File: src/rtl/ddr3_ctrl_pkg.sv
// ----------------------------------------------------------------------------
// ddr3_ctrl_pkg
// Shared types and default timing constants for the DDR3 refresh arbiter.
//   ref_arb_state_t   : arbiter FSM state encoding
//   DDR3_TREFI_CK     : default refresh interval in clocks (7.8 us @ 2.5 ns)
//   DDR3_TRFC_CK      : default refresh cycle time in clocks (160 ns @ 2.5 ns)
//   DDR3_MAX_POSTPONE : default limit of owed refreshes
//   sat_inc16()       : saturating 16-bit increment for statistics counters
// ----------------------------------------------------------------------------
package ddr3_ctrl_pkg;

  typedef enum logic [1:0] {
    IDLE     = 2'd0,
    CPU      = 2'd1,
    REF_REQ  = 2'd2,
    REF_WAIT = 2'd3
  } ref_arb_state_t;

  localparam int DDR3_TREFI_CK     = 3120;
  localparam int DDR3_TRFC_CK      = 64;
  localparam int DDR3_MAX_POSTPONE = 8;

  function automatic logic [15:0] sat_inc16(input logic [15:0] value);
    return (value == 16'hFFFF) ? value : value + 16'd1;
  endfunction

endpackage

File: src/rtl/ddr3_refi_timer.sv
// ----------------------------------------------------------------------------
// ddr3_refi_timer
// tREFI interval counter plus the owed-refresh bookkeeping.
//   clk        in  : i_cpu_ck domain clock
//   rst        in  : synchronous active-high reset
//   init_done  in  : timer and pending count held at 0 while low
//   ref_ack    in  : one-cycle pulse, a REFRESH was issued (pending - 1)
//   tick       out : high in the wrap cycle of the interval counter
//   pending    out : owed refresh count, 0..MAX_POSTPONE
//   overflow   out : sticky, a tick arrived with pending already at the limit
// ----------------------------------------------------------------------------
module ddr3_refi_timer
  import ddr3_ctrl_pkg::*;
#(
  parameter int TREFI_CK     = DDR3_TREFI_CK,
  parameter int MAX_POSTPONE = DDR3_MAX_POSTPONE
) (
  input  logic       clk,
  input  logic       rst,
  input  logic       init_done,
  input  logic       ref_ack,
  output logic       tick,
  output logic [3:0] pending,
  output logic       overflow
);

  localparam int TW = (TREFI_CK > 1) ? $clog2(TREFI_CK) : 1;
  localparam logic [TW-1:0] INTERVAL_LAST = TW'(TREFI_CK - 1);
  localparam logic [3:0]    PEND_MAX      = 4'(MAX_POSTPONE);

  logic [TW-1:0] interval;

  assign tick = init_done && (interval == INTERVAL_LAST);

  always_ff @(posedge clk) begin
    if (rst) begin
      interval <= '0;
      pending  <= '0;
      overflow <= 1'b0;
    end else if (!init_done) begin
      interval <= '0;
      pending  <= '0;
    end else begin
      interval <= tick ? '0 : interval + 1'b1;
      // A tick and an ack in the same cycle cancel out.
      if (tick && !ref_ack) begin
        if (pending == PEND_MAX)
          overflow <= 1'b1;
        else
          pending <= pending + 4'd1;
      end else if (ref_ack && !tick && (pending != 4'd0)) begin
        pending <= pending - 4'd1;
      end
    end
  end

endmodule

File: src/rtl/ddr3_refresh_arbiter.sv
// ----------------------------------------------------------------------------
// ddr3_refresh_arbiter
// Grants the DDR3 command path either to the CPU or to a PRECHARGE-ALL +
// REFRESH sequence, then blocks traffic for tRFC. Refreshes may be postponed
// up to MAX_POSTPONE while the CPU is busy.
//   i_cpu_ck        in      : clock, rising edge
//   i_cpu_rst       in      : synchronous active-high reset
//   i_init_done     in      : arbiter dormant in IDLE while low
//   i_cpu_req       in      : CPU transaction pending (level)
//   i_cpu_done      in      : pulse, CPU transaction finished, banks precharged
//   i_ref_ack       in      : pulse, command generator issued REFRESH
//   o_cpu_gnt       out     : command path owned by the CPU
//   o_ref_req       out     : precharge all banks and issue REFRESH
//   o_ref_busy      out     : inside the tRFC window
//   o_ref_pending   out [4] : owed refresh count
//   o_ref_overflow  out     : sticky postpone-limit overflow
// Optional (macro DDR3_REF_STATS_EN):
//   o_ref_issued    out [16]: saturating count of i_ref_ack pulses
//   o_ref_forced    out [16]: saturating count of refreshes forced over a CPU request
//
// state    | meaning
// ---------+--------------------------------------------------------------
// IDLE     | nobody owns the command path; pick the next owner
// CPU      | CPU transaction in flight, never pre-empted
// REF_REQ  | asking the command generator for PRECHARGE-ALL + REFRESH
// REF_WAIT | REFRESH issued, traffic blocked for TRFC_CK cycles
// ----------------------------------------------------------------------------
module ddr3_refresh_arbiter
  import ddr3_ctrl_pkg::*;
#(
  parameter int TREFI_CK     = DDR3_TREFI_CK,
  parameter int TRFC_CK      = DDR3_TRFC_CK,
  parameter int MAX_POSTPONE = DDR3_MAX_POSTPONE
) (
  input  logic        i_cpu_ck,
  input  logic        i_cpu_rst,
  input  logic        i_init_done,
  input  logic        i_cpu_req,
  input  logic        i_cpu_done,
  input  logic        i_ref_ack,
  output logic        o_cpu_gnt,
  output logic        o_ref_req,
  output logic        o_ref_busy,
  output logic [3:0]  o_ref_pending,
  output logic        o_ref_overflow
`ifdef DDR3_REF_STATS_EN
  ,
  output logic [15:0] o_ref_issued,
  output logic [15:0] o_ref_forced
`endif
);

  localparam int RW = $clog2(TRFC_CK + 1);
  localparam logic [RW-1:0] RFC_LOAD = RW'(TRFC_CK - 1);
  localparam logic [3:0]    PEND_MAX = 4'(MAX_POSTPONE);

  ref_arb_state_t state;
  logic [RW-1:0]  rfc_cnt;

  ddr3_refi_timer #(
    .TREFI_CK     (TREFI_CK),
    .MAX_POSTPONE (MAX_POSTPONE)
  ) u_refi_timer (
    .clk       (i_cpu_ck),
    .rst       (i_cpu_rst),
    .init_done (i_init_done),
    .ref_ack   (i_ref_ack),
    .tick      (),
    .pending   (o_ref_pending),
    .overflow  (o_ref_overflow)
  );

  // Outputs are registered together with the state so each one is a pure
  // function of the state register.
  always_ff @(posedge i_cpu_ck) begin
    if (i_cpu_rst) begin
      state      <= IDLE;
      rfc_cnt    <= '0;
      o_cpu_gnt  <= 1'b0;
      o_ref_req  <= 1'b0;
      o_ref_busy <= 1'b0;
    end else begin
      case (state)
        IDLE: begin
          if (i_init_done) begin
            if (o_ref_pending == PEND_MAX) begin
              state     <= REF_REQ;
              o_ref_req <= 1'b1;
            end else if (i_cpu_req) begin
              state     <= CPU;
              o_cpu_gnt <= 1'b1;
            end else if (o_ref_pending != 4'd0) begin
              state     <= REF_REQ;
              o_ref_req <= 1'b1;
            end
          end
        end
        CPU: begin
          if (i_cpu_done) begin
            state     <= IDLE;
            o_cpu_gnt <= 1'b0;
          end
        end
        REF_REQ: begin
          if (i_ref_ack) begin
            state      <= REF_WAIT;
            o_ref_req  <= 1'b0;
            o_ref_busy <= 1'b1;
            rfc_cnt    <= RFC_LOAD;
          end
        end
        REF_WAIT: begin
          // Loaded with TRFC_CK-1; the exit edge is the TRFC_CK-th busy cycle.
          if (rfc_cnt == '0) begin
            state      <= IDLE;
            o_ref_busy <= 1'b0;
          end else begin
            rfc_cnt <= rfc_cnt - 1'b1;
          end
        end
        default: begin
          state      <= IDLE;
          o_cpu_gnt  <= 1'b0;
          o_ref_req  <= 1'b0;
          o_ref_busy <= 1'b0;
        end
      endcase
    end
  end

`ifdef DDR3_REF_STATS_EN
  logic forced_take;

  assign forced_take = (state == IDLE) && i_init_done &&
                       (o_ref_pending == PEND_MAX) && i_cpu_req;

  always_ff @(posedge i_cpu_ck) begin
    if (i_cpu_rst) begin
      o_ref_issued <= '0;
      o_ref_forced <= '0;
    end else begin
      if (i_ref_ack)
        o_ref_issued <= sat_inc16(o_ref_issued);
      if (forced_take)
        o_ref_forced <= sat_inc16(o_ref_forced);
    end
  end
`endif

endmodule

File: config.mk
export PLATFORM = sky130hd
export DESIGN_NAME = ddr3_refresh_arbiter
export DESIGN_NICKNAME = d
export VERILOG_FILES = /design/src/rtl/ddr3_ctrl_pkg.sv /design/src/rtl/ddr3_refi_timer.sv /design/src/rtl/ddr3_refresh_arbiter.sv
export SDC_FILE = /design/constraint.sdc
export NUM_CORES = 1
export LEC_CHECK = 0
export CAP_MARGIN = 40
export CORE_AREA = 10 10 52 84
export DETAILED_ROUTE_END_ITERATION = 7
export DIE_AREA = 0 0 62 94
export PLACE_DENSITY = 0.83
export SLEW_MARGIN = 20
export SYNTH_ARGS = -nofsm -noshare
export SYNTH_HDL_FRONTEND = slang
export SYNTH_SLANG_ARGS = --single-unit
File: constraint.sdc
create_clock -name i_cpu_ck -period 2.5 [get_ports i_cpu_ck]
set_input_delay 0.5 -clock i_cpu_ck [delete_from_list [all_inputs] [get_ports i_cpu_ck]]
set_output_delay 0.5 -clock i_cpu_ck [all_outputs]
set_load 0.005 [all_outputs]
# After elaboration in Yosys (flattened, before gate mapping)
# Index checks and enable logic that the tools add are counted.
op_classes:
  add_sub_neg: 4
  n_eq_ne: 16
  mux: 28
  n_bitwise: 1
  n_reduce_logical: 22
op_table:
  columns: ["cell", "count"]
  rows:
  - ["$ne 2x2->1 const B", 8]
  - ["$reduce_and 5->1", 3]
  - ["$mux 2", 7]
  - ["$mux 7", 2]
  - ["$pmux 7 s2", 1]
  - ["$add 12x1->12 const B", 1]
  - ["$eq 12x12->1 const B", 1]
  - ["$mux 4", 3]
  - ["$mux 1", 11]
  - ["$reduce_and 3->1", 3]
  - ["$pmux 2 s4", 1]
  - ["$reduce_bool 2->1", 4]
  - ["$logic_not 7->1", 1]
  - ["$sub 7x1->7 const B", 1]
  - ["$ne 3x3->1 const B", 2]
  - ["$pmux 1 s2", 3]
  - ["$add 4x1->4 const B", 1]
  - ["$eq 2x2->1 const B", 2]
  - ["$eq 4x4->1 const B", 1]
  - ["$logic_and 1x1->1", 4]
  - ["$ne 4x4->1 const B", 1]
  - ["$reduce_bool 4->1", 1]
  - ["$sub 4x1->4 const B", 1]
  - ["$reduce_or 3->1", 1]
  - ["6 further kinds", 7]
word_totals:
  ff_bits: 29
  out_inout_bits: 8
  wordCells: 79

# Longest topological paths before layout
logic_depth:
  ltp_word: 7
  depth_mapped: 8
  depth_no_buf: 8

# Modules after synthesis
# From an unflattened synthesis, not the netlist that was laid out.
unflattened:
  hier_cells: 176
  hier_area_um2: 1534.0
modules_own_cells:
  columns: ["mod", "n_inst", "cells_per_inst", "area_per_inst_um2", "seq_area_each_um2"]
  rows:
  - ["ddr3_refi_timer", 1, 104, 905.9, 340.3]
  - ["ddr3_refresh_arbiter", 1, 72, 628.1, 240.2]

# Least setup slack after synthesis
# Ideal clock, no wire load.
synth_path:
  kind: "in2reg"
  startpoint: "input i_ref_ack"
  endpoint: "register u_refi_timer.pending[3]"
  arrival_time_ps: 2058
  setup_slack_ps: 320
  cell_stages: 8
  cell_sequence: "buf_4 -> nor4b_1 -> nand4_1 -> ha_1 -> a21oi_1 -> a211o_1 -> mux2i_1 -> o22ai_1"
synth_via:
  elab_chain_len: 4
  word_cells_on_any_way: 8
  cone_classes: "eq/ne (1); mux (1); reduce/logical (6)"
synth_rtl:
  columns: ["item", "line", "text"]
  rows:
  - ["start: declaration", "ddr3_refresh_arbiter.sv:40", "input logic i_ref_ack,"]
  - ["$logic_not 1->1 or $logic_and 1x1->1 (tied branches)", "ddr3_refi_timer.sv:46, ddr3_refi_timer.sv:51", null]
  - ["$logic_and 1x1->1 (on tied branches)", "ddr3_refi_timer.sv:46, ddr3_refi_timer.sv:51", null]
  - ["$ne 2x2->1 (no line) or $reduce_bool 2->1 (tied branches)", null, null]
  - ["$reduce_and 2->1 (no line)", null, null]
  - ["end signal: assignment", "ddr3_refi_timer.sv:50", "pending <= pending + 4'd1;"]
  - ["end signal: assignment", "ddr3_refi_timer.sv:52", "pending <= pending - 4'd1;"]
  - ["end: declaration", "ddr3_refi_timer.sv:23", "output logic [3:0] pending,"]
# Several ways; a longest one is shown, not always the timed one.
# A chain may end at the register's enable or synchronous reset.

# Worst setup path in the final report
layout_path:
  startpoint: "input i_init_done"
  endpoint: "register u_refi_timer.pending[3]"
layout_via:
  elab_chain_len: 6
  word_cells_on_any_way: 11
  cone_classes: "eq/ne (1); mux (1); bitwise (1); reduce/logical (8)"
layout_rtl:
  columns: ["item", "line", "text"]
  rows:
  - ["start: declaration", "ddr3_refresh_arbiter.sv:37", "input logic i_init_done,"]
  - ["$logic_and 1x1->1", "ddr3_refi_timer.sv:33", "assign tick = init_done && (interval == INTERVAL_LAST);"]
  - ["$logic_not 1->1", "ddr3_refi_timer.sv:51", "end else if (ref_ack && !tick && (pending != 4'd0)) begin"]
  - ["$logic_and 1x1->1 (2 in series)", "ddr3_refi_timer.sv:51", null]
  - ["$reduce_bool 2->1 (no line)", null, null]
  - ["$reduce_and 2->1 (no line)", null, null]
# Several ways; a longest one is shown, not always the timed one.

==> impl_metrics.tcl <==
set metrics [dict create \
    final_cells 239 \
    layout_common_cells "dfxtp_1 (29), nor2_1 (20), clkdlybuf4s50_1 (13), nand2_1 (10), a211oi_1 (10)" \
    antenna_found_initial 0 \
    rows 26 \
    required_ns 2.67 \
    drt.antenna.violating_nets 0 \
    synthXorXnorAreaFrac_pct 6.491 \
    synth_simple_gate_area_share_pct 27.82 \
    muxShareOfSynthArea_pct 3.091 \
    start_kind "primary input" \
    cts_made_buffers 5 \
    crit_path_max_fanout 3 \
    finalClockSkew_ns 0.005451 \
    fin_nets 208 \
    fp.dieW_um 62 \
    drc 0 \
    yosysTopAreaCell "dfxtp_1" \
    syn-num-nets 189 \
    area_delta_synth_final_pct 17.39 \
    fin_setup_tns_ns 0 \
    seq_area_frac_synth_pct 35.86 \
    path_clk_slew_ns 0.06 \
    cts-resized-gates 0 \
    yosys_most_used_dff "dfxtp_1" \
    die_y_um 94 \
    cts_num_sinks 29 \
    dieArea_sq_mm 0.005828 \
    fmax_mhz 447.1 \
    synth_edf_count 0 \
    hold_class "reg -> reg" \
    routedWlPerCell_um 14.63 \
    layout_commonest_cell "dfxtp_1" \
    fin_crit_ns 2.237 \
    grt_overflow_total 0 \
    h-tree-depth 2 \
    placed_cell_area_sq_mm 0.001799 \
    insertion_delay_ns 0.29 \
    first_global_vias 1379 \
    utilization_pct 64.20 \
    syn-instance-count 177 \
    hold_violations 0 \
    synth_top_area_share_pct 35.86 \
    cts.hold.buffers_added 0 \
    track_usage_pct 13.46 \
    vias 1361 \
    path_class "in -> reg" \
    ys_async_sr_fraction_pct 0 \
    globalplace.congestion 0.8597 \
    period_share_pct 89.47 \
    max-vdd-ir-drop_uv 486.5 \
    drt_iter0_drc 31 \
    root_buffer "clkbuf_8" \
    cts_tree "built" \
    synthDistinctLibCells 48 \
    yosysWarnings 0 \
    grt_max_degree 14 \
    synth-seq-cells 29 \
    wirelength_um 3497 \
    diodes 0 \
    io_pins 14 \
    hpwl_um 2700 \
    postCtsSetupBuffers 0 \
    finalSetupViolCount 0 \
    vias_per_cell 5.695 \
    place_inst 231 \
    crit_path_end_kind "flip-flop" \
    final_area_sq_mm 0.001901 \
    rsz0062_at_grt "no" \
    cts_buffer_depth 2 \
    slew_headroom_pct 70.19 \
    synth_area_leaders "dfxtp_1 (36%), a211oi_1 (4.6%), nor2_1 (4.6%)" \
    cap_viol_max_count 0 \
    avgSynthCellArea_sq_um 9.147 \
    grt_pass1_wl_um 5954 \
    synthAdderAreaFrac_pct 5.100 \
    slew_violations 0 \
    drt-pass1-iter-count 3 \
    synth-compound-area-share_pct 16.38 \
    worst_pin_slew_ns 0.4437 \
    power.density_mw_per_mm2 558.9 \
    synth_top_family_by_area "simple AND/OR/NAND/NOR gates" \
    syn_area_sq_mm 0.001619 \
    port-buffer-count 13 \
    p_total_uw 1062 \
    start_util_pct 54.69 \
    drive_gt1_share_pct 12.69 \
    arrival_ns 2.40 \
    core_sq_mm 0.002960 \
    p_leak_uw 0.0007214 \
    status "complete, no violations" \
]
## path summary, 6_finish.rpt
path	slack, ns	end	cells past startpoint	start
setup / recovery	0.26	u_refi_timer.pending[3]	8	i_init_done
hold / removal	0.46	u_refi_timer.interval[0]	1	u_refi_timer.interval[0]
setup reg to reg	0.31	u_refi_timer.pending[3]	8	u_refi_timer.interval[0]
hold reg to reg	0.46	u_refi_timer.interval[0]	1	u_refi_timer.interval[0]
## metrics by stage
stage,setup WS [ns],hold slack [ns]
finish,0.2634,0.4565
global route,0.006262,0.4822
detailed placement,-0.03882,0.4473
floorplan,0.3202,0.4259
CTS,0.2616,0.4616
global placement,0.003592,0.4411
## critical path, stage by stage
cell	delay [ns]
clkdlybuf4s50_1	0.47
and4_1	0.23
nand4_1	0.18
ha_1	0.37
a21oi_1	0.11
a211o_1	0.31
mux2i_1	0.13
o22ai_1	0.10
## where the power goes
group	switching, uW	total, uW	internal [uW]	leakage [uW]
logic	67.3	134	67.2	0.000432
registers	24.4	505	481	0.000235
clock network	175	423	248	0.0000542
## sequential cells by signal (all words and copies together) (netlist names)
name / flops
o_cpu_gnt: 1
o_ref_busy: 1
o_ref_req: 1
rfc_cnt: 7
state: 2
u_refi_timer.interval: 12
u_refi_timer.overflow: 1
u_refi_timer.pending: 4
## cell usage after synthesis, types with 4 or more instances
| library cell | n |
|---|---|
| dfxtp_1 | 29 |
| nor2_1 | 20 |
| a211oi_1 | 10 |
| nand2_1 | 10 |
| nor3_1 | 9 |
| a21oi_1 | 8 |
| nand3_1 | 8 |
| inv_1 | 6 |
| xnor2_1 | 6 |
| xor2_1 | 6 |
| ha_1 | 5 |
| mux2i_1 | 5 |
| nand2b_1 | 4 |
| nand4_1 | 4 |
## cells by family (layout without fill, tap and decap cells)
kind of cell,count (synthesis),after routing
and+or+nand+nor,76,76
AOI/OAI and AO/OA,34,34
DFF,29,29
buffers and inverters,15,35
xor gates and xnor gates,12,12
adders and majority gates,6,6
muxes,5,5
## routing by layer
| layer | share of wire [%] | up-vias | wire length [um] | global-route usage [%] |
|---|---|---|---|---|
| met3 | 3.4 | 8 | 120 | 3.794 |
| met1 | 38 | 651 | 1339 | 12.29 |
| met5 | 0 | - | 0 | 0 |
| met4 | 2.6 | 0 | 91 | 7.865 |
| met2 | 56 | 18 | 1945 | 24.57 |
| li1 | - | 684 | - | - |
## layout make-up
class	count	area, sq um
clock buffer	7	96.34
clock inverter	1	5.005
fill	254	1060
inverter	6	22.52
multi-input combinational	133	953.4
sequential	29	580.6
tap	42	52.55
timing repair buffer	21	190.2
Power figures use the tool's default switching activity.
